==> config.mk <==
export PLATFORM = sky130hd
export DESIGN_NAME = seq_div
export DESIGN_NICKNAME = d
export VERILOG_FILES = /design/src/rtl/seq_div.sv
export SDC_FILE = /design/constraint.sdc
export NUM_CORES = 1
export LEC_CHECK = 0
export CORE_ASPECT_RATIO = 2
export CORE_MARGIN = 2
export CORE_UTILIZATION = 25
export CTS_CLUSTER_DIAMETER = 30
export DETAILED_ROUTE_END_ITERATION = 10
export PLACE_DENSITY_LB_ADDON = 0.2
export SYNTH_ARGS = -nofsm -noshare
export SYNTH_HDL_FRONTEND = slang
export SYNTH_SLANG_ARGS = --single-unit
export TNS_END_PERCENT = 20
==> constraint.sdc <==
create_clock -name CLK -period 6.1 [get_ports CLK]
set_input_delay 0.915 -clock CLK [delete_from_list [all_inputs] [get_ports CLK]]
set_output_delay 0.915 -clock CLK [all_outputs]
set_load 0.005 [all_outputs]
==> src/rtl/seq_div.sv <==
// -----------------------------------------------------------------------------
// seq_div -- sequential unsigned divider, 2*WIDTH-bit dividend by WIDTH-bit
// divisor, one restoring step per clock.
//
// Ports
//   CLK          in   1        clock, rising-edge active
//   reset        in   1        synchronous active-high reset
//   start        in   1        request a division (accepted in IDLE or DONE)
//   in_dividend  in   2*WIDTH  unsigned dividend, latched on acceptance
//   in_divisor   in   WIDTH    unsigned divisor, latched on acceptance
//   quotient     out  WIDTH    unsigned quotient (meaningful when out_valid)
//   remainder    out  WIDTH    unsigned remainder (meaningful when out_valid)
//   busy         out  1        division in progress (CALC)
//   out_valid    out  1        result and flags hold a completed operation
//   div_by_zero  out  1        completed operation had divisor 0
//   overflow     out  1        true quotient does not fit in WIDTH bits
//
// Zero-divisor and overflow cases resolve on the accepting edge; all other
// operands take exactly WIDTH CALC steps.
// -----------------------------------------------------------------------------
module seq_div #(
    parameter int WIDTH = 32
) (
    input  logic                 CLK,
    input  logic                 reset,
    input  logic                 start,
    input  logic [2*WIDTH-1:0]   in_dividend,
    input  logic [WIDTH-1:0]     in_divisor,
    output logic [WIDTH-1:0]     quotient,
    output logic [WIDTH-1:0]     remainder,
    output logic                 busy,
    output logic                 out_valid,
    output logic                 div_by_zero,
    output logic                 overflow
);

    // Counter must reach WIDTH-1 without wrapping.
    localparam int CW = $clog2(WIDTH + 1);

    typedef enum logic [1:0] {
        S_IDLE = 2'd0,
        S_CALC = 2'd1,
        S_DONE = 2'd2
    } state_t;

    state_t             r_state;
    logic [CW-1:0]      r_cnt;
    logic [WIDTH-1:0]   r_divisor;
    // r_quot starts as the dividend low half; quotient bits shift in at the
    // LSB as dividend bits shift out at the MSB, so after WIDTH steps it
    // holds the quotient.
    logic [WIDTH-1:0]   r_quot;
    logic [WIDTH:0]     r_rem;
    logic               r_busy;
    logic               r_valid;
    logic               r_dbz;
    logic               r_ovf;

    state_t             w_state;
    logic [CW-1:0]      w_cnt;
    logic [WIDTH-1:0]   w_divisor;
    logic [WIDTH-1:0]   w_quot;
    logic [WIDTH:0]     w_rem;
    logic               w_busy;
    logic               w_valid;
    logic               w_dbz;
    logic               w_ovf;

    logic [WIDTH:0]     w_shift;
    logic [WIDTH:0]     w_diff;
    logic               w_ge;

    // One restoring step: the bit shifted out of the partial remainder's top
    // position acts as a carry, so it forces the subtract when set.
    always_comb begin
        w_shift = {r_rem[WIDTH-1:0], r_quot[WIDTH-1]};
        w_diff  = w_shift - {1'b0, r_divisor};
        w_ge    = r_rem[WIDTH] | (w_shift >= {1'b0, r_divisor});
    end

    // Next-state and next-register logic; everything holds by default.
    always_comb begin
        w_state   = r_state;
        w_cnt     = r_cnt;
        w_divisor = r_divisor;
        w_quot    = r_quot;
        w_rem     = r_rem;
        w_busy    = r_busy;
        w_valid   = r_valid;
        w_dbz     = r_dbz;
        w_ovf     = r_ovf;

        case (r_state)
            S_IDLE, S_DONE: begin
                if (start) begin
                    w_divisor = in_divisor;
                    w_valid   = 1'b0;
                    w_dbz     = 1'b0;
                    w_ovf     = 1'b0;
                    w_cnt     = {CW{1'b0}};
                    if (in_divisor == {WIDTH{1'b0}}) begin
                        w_state = S_DONE;
                        w_dbz   = 1'b1;
                        w_valid = 1'b1;
                        w_busy  = 1'b0;
                        w_quot  = {WIDTH{1'b1}};
                        w_rem   = {1'b0, in_dividend[WIDTH-1:0]};
                    end else if (in_dividend[2*WIDTH-1:WIDTH] >= in_divisor) begin
                        w_state = S_DONE;
                        w_ovf   = 1'b1;
                        w_valid = 1'b1;
                        w_busy  = 1'b0;
                        w_quot  = {WIDTH{1'b1}};
                        w_rem   = {1'b0, in_dividend[WIDTH-1:0]};
                    end else begin
                        w_state = S_CALC;
                        w_busy  = 1'b1;
                        w_quot  = in_dividend[WIDTH-1:0];
                        w_rem   = {1'b0, in_dividend[2*WIDTH-1:WIDTH]};
                    end
                end else begin
                    w_state = r_state;
                end
            end
            S_CALC: begin
                // start is deliberately not looked at here.
                w_quot = {r_quot[WIDTH-2:0], w_ge};
                w_rem  = w_ge ? w_diff : w_shift;
                w_cnt  = r_cnt + {{(CW-1){1'b0}}, 1'b1};
                if (r_cnt == CW'(WIDTH - 1)) begin
                    w_state = S_DONE;
                    w_busy  = 1'b0;
                    w_valid = 1'b1;
                end else begin
                    w_state = S_CALC;
                end
            end
            default: begin
                w_state = S_IDLE;
                w_busy  = 1'b0;
                w_valid = 1'b0;
                w_dbz   = 1'b0;
                w_ovf   = 1'b0;
            end
        endcase
    end

    // State and datapath registers with synchronous reset.
    always_ff @(posedge CLK) begin
        if (reset) begin
            r_state   <= S_IDLE;
            r_cnt     <= {CW{1'b0}};
            r_divisor <= {WIDTH{1'b0}};
            r_quot    <= {WIDTH{1'b0}};
            r_rem     <= {(WIDTH+1){1'b0}};
            r_busy    <= 1'b0;
            r_valid   <= 1'b0;
            r_dbz     <= 1'b0;
            r_ovf     <= 1'b0;
        end else begin
            r_state   <= w_state;
            r_cnt     <= w_cnt;
            r_divisor <= w_divisor;
            r_quot    <= w_quot;
            r_rem     <= w_rem;
            r_busy    <= w_busy;
            r_valid   <= w_valid;
            r_dbz     <= w_dbz;
            r_ovf     <= w_ovf;
        end
    end

    assign quotient    = r_quot;
    assign remainder   = r_rem[WIDTH-1:0];
    assign busy        = r_busy;
    assign out_valid   = r_valid;
    assign div_by_zero = r_dbz;
    assign overflow    = r_ovf;

endmodule

==> results of run 1 <==
-- power by group through the flow --
stage	Combinational, mW	Sequential, mW	Clock [mW]
2_1_floorplan	1.08	0.866	0
3_3_place_gp	1.54	0.902	0
3_5_place_dp	1.54	0.899	0
4_1_cts	1.55	0.884	0.688
5_1_grt	1.69	0.894	0.710
6_report	1.54	0.881	0.668
-- cells by family after synthesis --
| group | synth area share, % |
|---|---|
| multiplexers | 4.48 |
| flip-flops | 27.2 |
| adder cells (fa/ha/maj) | 10.4 |
| AND/OR/NAND/NOR | 22.6 |
| buffers and inverters | 10.0 |
| AO/OA/AOI/OAI | 22.7 |
| XOR/XNOR | 2.62 |
-- worst reg2reg max path, delay by kind of cell (launching register included) --
kind	cells	cell delay, ns
DFF	1	0.37
adders and majority gates	1	0.45
muxes	1	0.29
and+or+nand+nor	4	1.34
buffers and inverters	2	0.62
AOI/OAI and AO/OA	3	0.63
-- layer usage --
metal | vias to the layer above | global-route usage (%)
met2 | 223 | 32.5
met5 | - | 0
li1 | 4008 | -
met4 | 0 | 9.22
met3 | 48 | 3.29
met1 | 3772 | 21.4
-- through the flow --
step	util, %	power, mW
final	32.2	3.09
after global routing	32.2	3.29
after CTS	32.1	3.12
after detailed placement	31.1	2.43
after global placement	31.1	2.44
after floorplan	-	1.94
-- state kept, by name, indices dropped and copies added, names as in the netlist --
name and flops:
div_by_zero 1, out_valid 1, r_state 2, quotient 32
r_cnt 6, r_rem 33, busy 1, r_divisor 32
overflow 1
-- path summary, 6_finish.rpt --
check	from	to	slack, ns
max reg2reg	r_rem[21]$_SDFFE_PP0P_	r_rem[6]$_SDFFE_PP0P_	2.27
min reg2reg	r_divisor[21]$_SDFFE_PP0P_	r_divisor[21]$_SDFFE_PP0P_	0.46
min	r_divisor[21]$_SDFFE_PP0P_	r_divisor[21]$_SDFFE_PP0P_	0.46
max	in_divisor[28]	r_rem[30]$_SDFFE_PP0P_	1.88
-- area by class of cell --
type	count	share of cell area (%)
clock inverters	3	0.678
well taps	423	5.22
flip-flops and latches	109	21.5
diodes	3	0.0740
repair buffers	176	17.2
multi-input cells	803	50.0
inverters	75	2.77
clock buffers	12	2.53
-- placed cells by master (no fill, tap or decap), drive strengths merged, types with 4 or more instances in the layout --
| cell | count |
|---|---|
| nand2 | 212 |
| clkdlybuf4s50 | 165 |
| dfxtp | 109 |
| a21oi | 84 |
| inv | 75 |
| ha | 65 |
| nor3 | 53 |
| nor2 | 50 |
| o21ai | 48 |
| a311oi | 35 |
| mux2i | 27 |
| o22ai | 23 |
| and3 | 19 |
| nand3 | 18 |
| nand4 | 17 |
| xnor2 | 14 |
| a21o | 12 |
| a211oi | 12 |
| clkbuf | 12 |
| o211ai | 11 |
| o21a | 11 |
| buf | 11 |
| xor2 | 10 |
| nor4 | 10 |
| mux2 | 8 |
| or3 | 7 |
| o21bai | 6 |
| nor2b | 5 |
| a221oi | 4 |
==> results.cfg, run 1 <==
[status]
status = finished clean

[clock_network]
clock_latency_ns = 0.37
clock_path_buffers = 2
clock_sinks = 109
htree_levels = 3
post_cts_buffers = 0
cts.clk_slew.worst_paths_ns = 0.08
cts.repair.resized = 0
hold_buffers = 0
cts_tree = yes
cts_buffers = 9
clock-root-buffer = clkbuf_16

[routing]
top_layer = met4
ant_nets = 0
wl_per_cell_um = 19.5
firstDrtPassIters = 5
vias = 8051
drt-met1-wl_um = 12400
drt_iter0_drc = 403
wl_met3_um = 1430
wl_met2_um = 16000
viasPerCell = 5.02
wl_um = 31300
drc_errors = 0

[placed_design]
placed_cells = 1586
dp.final_hpwl_um = 24700
gp_congestion = 0.844
portBuffers = 166
dp_slack_ns = 1.49
dpl_cell_area_um2 = 9810

[final_layout]
multi_input_area_um2 = 5080
design_area_um2 = 10100
area_growth_pct = 26.3
stdcell_count = 1604
fin_nets = 1339
layout-drive-gt1-share_pct = 4.41
fillerInstances = 3463
regArea_um2 = 2180

[power]
switching_share_pct = 40.2
clkPwrFrac_pct = 21.6
power_frac_seq_pct = 28.6
p_leak_nw = 3.99
vdd_ir_drop_max_mv = 0.126
p_int_mw = 1.85
powerDensity_nw_per_um2 = 304
comb_power_share_pct = 49.8
p_sw_mw = 1.24

[synthesis]
syn_area_per_cell_um2 = 7.41
syn-cell-area_um2 = 8040
synth-edff-count = 0
ys_ff_latch = 109
synth_top_area_share_pct = 27.2
synth.yosys.seq_area_share_pct = 27.2
synth_common_cells = nand2_1, dfxtp_1, a21oi_1, inv_1, ha_1
yosysWarnings = 0
yosysMostFrequentCell = nand2_1
synthesis.nets = 1249
syn_inst = 1084
yosysTopAreaCell = dfxtp_1
synth_cell_types = 67
synth_area_leaders = dfxtp_1, ha_1, nand2_1, a21oi_1, a311oi_1
postSynth.asyncResetShare_pct = 0
synthFlopType = dfxtp_1

[timing]
relSlewSlack_pct = 29.9
worst_pin_slew_ns = 1.05
min_period_ns = 4.22
fin_hold_ws_ns = 0.456
fin_tns_setup_ns = 0
fin_skew_ns = 0.0104
slew_viol_final = 0
timing.final.crit_share_pct = 69.1
max_freq_ghz = 0.237
setup_viol = 0
setup_ws_ns = 1.88
hold_viol_final = 0
grt_setup_unrepaired = no

[worst_setup_path]
critical_path.max_stage_delay_ns = 0.61
end_kind = flip-flop
path_cells = clkdlybuf4s50_1 > inv_1 > ha_1 > a21oi_1 > a21boi_0 > o311ai_0 > nand3_1 > nor2_1 > and2_1 > buf_4 > nor3_1 > or4_1 > a21oi_1
path_depth = 13
worst-setup-path-type = in -> reg
cp_common_cell = a21oi_1
crit_fanout = 19
required_ns = 6.40
crit_family = simple AND/OR/NAND/NOR gates
reg2reg_depth = 11
slowest_stage = and2_1
critPathArrivalTime_ns = 4.52
cp_num_buf_inv = 3
worst_setup_path_start_kind = primary input

[floorplan]
start_util_pct = 25.5
row_count = 92
dieWidth_um = 131
dieArea_um2 = 33700
ios = 167
die-height_um = 258
core_um2 = 31500

[global_routing]
grt_use_total_pct = 18.6
grt.overflow.total = 0
antenna_found_initial = 3
grt_max_degree = 65
grt_pass1_wl_um = 47500
grt_pass1_vias = 8141

[flow_run]
maxCapViolations = 0

[hold_path]
holdCritPathClass = reg -> reg
worstHoldPathCells = 2
Note: power is estimated with default switching activity, not from simulation.
==> inputs of run 2 (changes only) <==
Clock period 6.1 ns to 3.93 ns, I/O delays scaled along.
==> results.cfg, run 2 (synthesized netlist as in run 1, its figures left out) <==
[status]
status = finished clean

[timing]
relSlewSlack_pct = 41.8
hold_viol_final = 0
timing.final.crit_share_pct = 88.1
fin_tns_setup_ns = 0
worst_pin_slew_ns = 0.865
fin_skew_ns = 0.00890
min_period_ns = 3.46
max_freq_ghz = 0.289
grt_setup_unrepaired = no
setup_ws_ns = 0.466
fin_hold_ws_ns = 0.459
setup_viol = 0
slew_viol_final = 0

[worst_setup_path]
cp_common_cell = buf_4
r2r_slack_ns = 0.71
cp_num_buf_inv = 5
end_kind = flip-flop
crit_start = in_divisor[30]
crit_family = simple AND/OR/NAND/NOR gates
worst_setup_path_start_kind = primary input
crit_path_end = r_rem[6]$_SDFFE_PP0P_
worst-setup-path-type = in -> reg
slowest_stage = nor4_1
worstReg2RegStart = r_divisor[21]$_SDFFE_PP0P_
required_ns = 4.17
crit_fanout = 14
path_cells = clkdlybuf4s50_1 > buf_4 > nor4_1 > buf_4 > nand4_1 > nor2_1 > nor2_1 > and2_1 > buf_4 > buf_12 > nand2_1 > and3_1 > o22ai_1
critical_path.max_stage_delay_ns = 0.76
r2r-end = r_rem[32]$_SDFFE_PP0P_
reg2reg_depth = 12
path_depth = 13
critPathArrivalTime_ns = 3.70

[power]
powerDensity_nw_per_um2 = 462
design_power_total_mw = 4.83
vdd_ir_drop_max_mv = 0.168
power_frac_seq_pct = 28.3
p_sw_mw = 1.94
comb_power_share_pct = 50.9
p_int_mw = 2.89
p_leak_nw = 4.18
clkPwrFrac_pct = 20.8
switching_share_pct = 40.2

[hold_path]
holdCritPathClass = reg -> reg

[placed_design]
portBuffers = 166
dp_slack_ns = 0.0794
gp_congestion = 0.866
dp.final_hpwl_um = 25400
dpl_cell_area_um2 = 10100

[clock_network]
clock_sinks = 109
post_cts_buffers = 0
clock-root-buffer = clkbuf_16
cts.repair.resized = 0
cts.clk_slew.worst_paths_ns = 0.08
cts_buffers = 9
cts_tree = yes
clock_latency_ns = 0.37
htree_levels = 3
hold_buffers = 0
clock_path_buffers = 2

[global_routing]
grt_pass1_vias = 8195
grt.overflow.total = 0
grt_pass1_wl_um = 47800
antenna_found_initial = 1
grt_max_degree = 83
grt_use_total_pct = 18.7

[floorplan]
start_util_pct = 25.5
core_um2 = 31500
row_count = 92
ios = 167
dieWidth_um = 131
die-height_um = 258
dieArea_um2 = 33700

[routing]
drt_iter0_drc = 402
drc_errors = 0
vias = 8088
viasPerCell = 4.94
ant_nets = 0
wl_um = 31300
wl_per_cell_um = 19.1
firstDrtPassIters = 4

[final_layout]
area_growth_pct = 29.9
fillerInstances = 3451
fin_nets = 1372
layout-drive-gt1-share_pct = 7.10
final_common_cell = nand2_1
layout_common_cells = nand2_1, clkdlybuf4s50_1, dfxtp_1
largest_register = r_rem
design_area_um2 = 10400
largest_reg_flops = 33

[flow_run]
maxCapViolations = 0
-- run 2: metrics by stage --
stage	utilization (%)	cells
2_1_floorplan	-	1084
3_3_place_gp	32.1	1619
3_5_place_dp	32.1	1619
4_1_cts	33.1	1635
5_1_grt	33.1	1636
6_report	33.1	1636
-- run 2: worst min-delay path by stage --
stage | depth (start not counted) | end | startpoint | slack, ns
2_1_floorplan | 2 | r_divisor[10]$_SDFFE_PP0P_ | r_divisor[10]$_SDFFE_PP0P_ | 0.44
3_3_place_gp | 2 | r_divisor[15]$_SDFFE_PP0P_ | r_divisor[15]$_SDFFE_PP0P_ | 0.44
3_5_place_dp | 2 | r_divisor[15]$_SDFFE_PP0P_ | r_divisor[15]$_SDFFE_PP0P_ | 0.45
4_1_cts | 2 | r_divisor[15]$_SDFFE_PP0P_ | r_divisor[15]$_SDFFE_PP0P_ | 0.46
5_1_grt | 2 | r_divisor[12]$_SDFFE_PP0P_ | r_divisor[12]$_SDFFE_PP0P_ | 0.48
6_report | 2 | r_divisor[13]$_SDFFE_PP0P_ | r_divisor[13]$_SDFFE_PP0P_ | 0.46
-- run 2: tightest hold or removal path, cell delays in order (launching register included) --
cell     delay [ns]
dfxtp_1        0.31
nand2_1        0.05
a21oi_1        0.05
-- run 2: routing by layer --
metal / global-route usage [%] / share of wire, % / vias to the layer above
met5: 0 / 0 / -
met1: 20.9 / 39 / 3808
met4: 6.62 / 2.7 / 0
met3: 2.61 / 3.7 / 37
li1: - / - / 4067
met2: 35.1 / 54 / 176
-- run 2: power by group through the flow --
stage                     sequential [mW]  combinational [mW]  clock, mW
final                                1.37                2.46       1.00
after global routing                 1.39                2.70       1.06
after CTS                            1.37                2.47       1.03
after detailed placement             1.40                2.46          0
after global placement               1.40                2.46          0
after floorplan                      1.34                1.68          0
-- run 2: layout make-up --
type / instances / area [um^2] / area share [%]
diodes: 1 / 2.50 / 0.0240
clock buffers: 11 / 253 / 2.42
clock inverters: 5 / 65.1 / 0.623
inverters: 75 / 282 / 2.70
multi-input cells: 803 / 5070 / 48.6
flip-flops and latches: 109 / 2180 / 20.9
well taps: 423 / 529 / 5.07
repair buffers: 209 / 2050 / 19.7
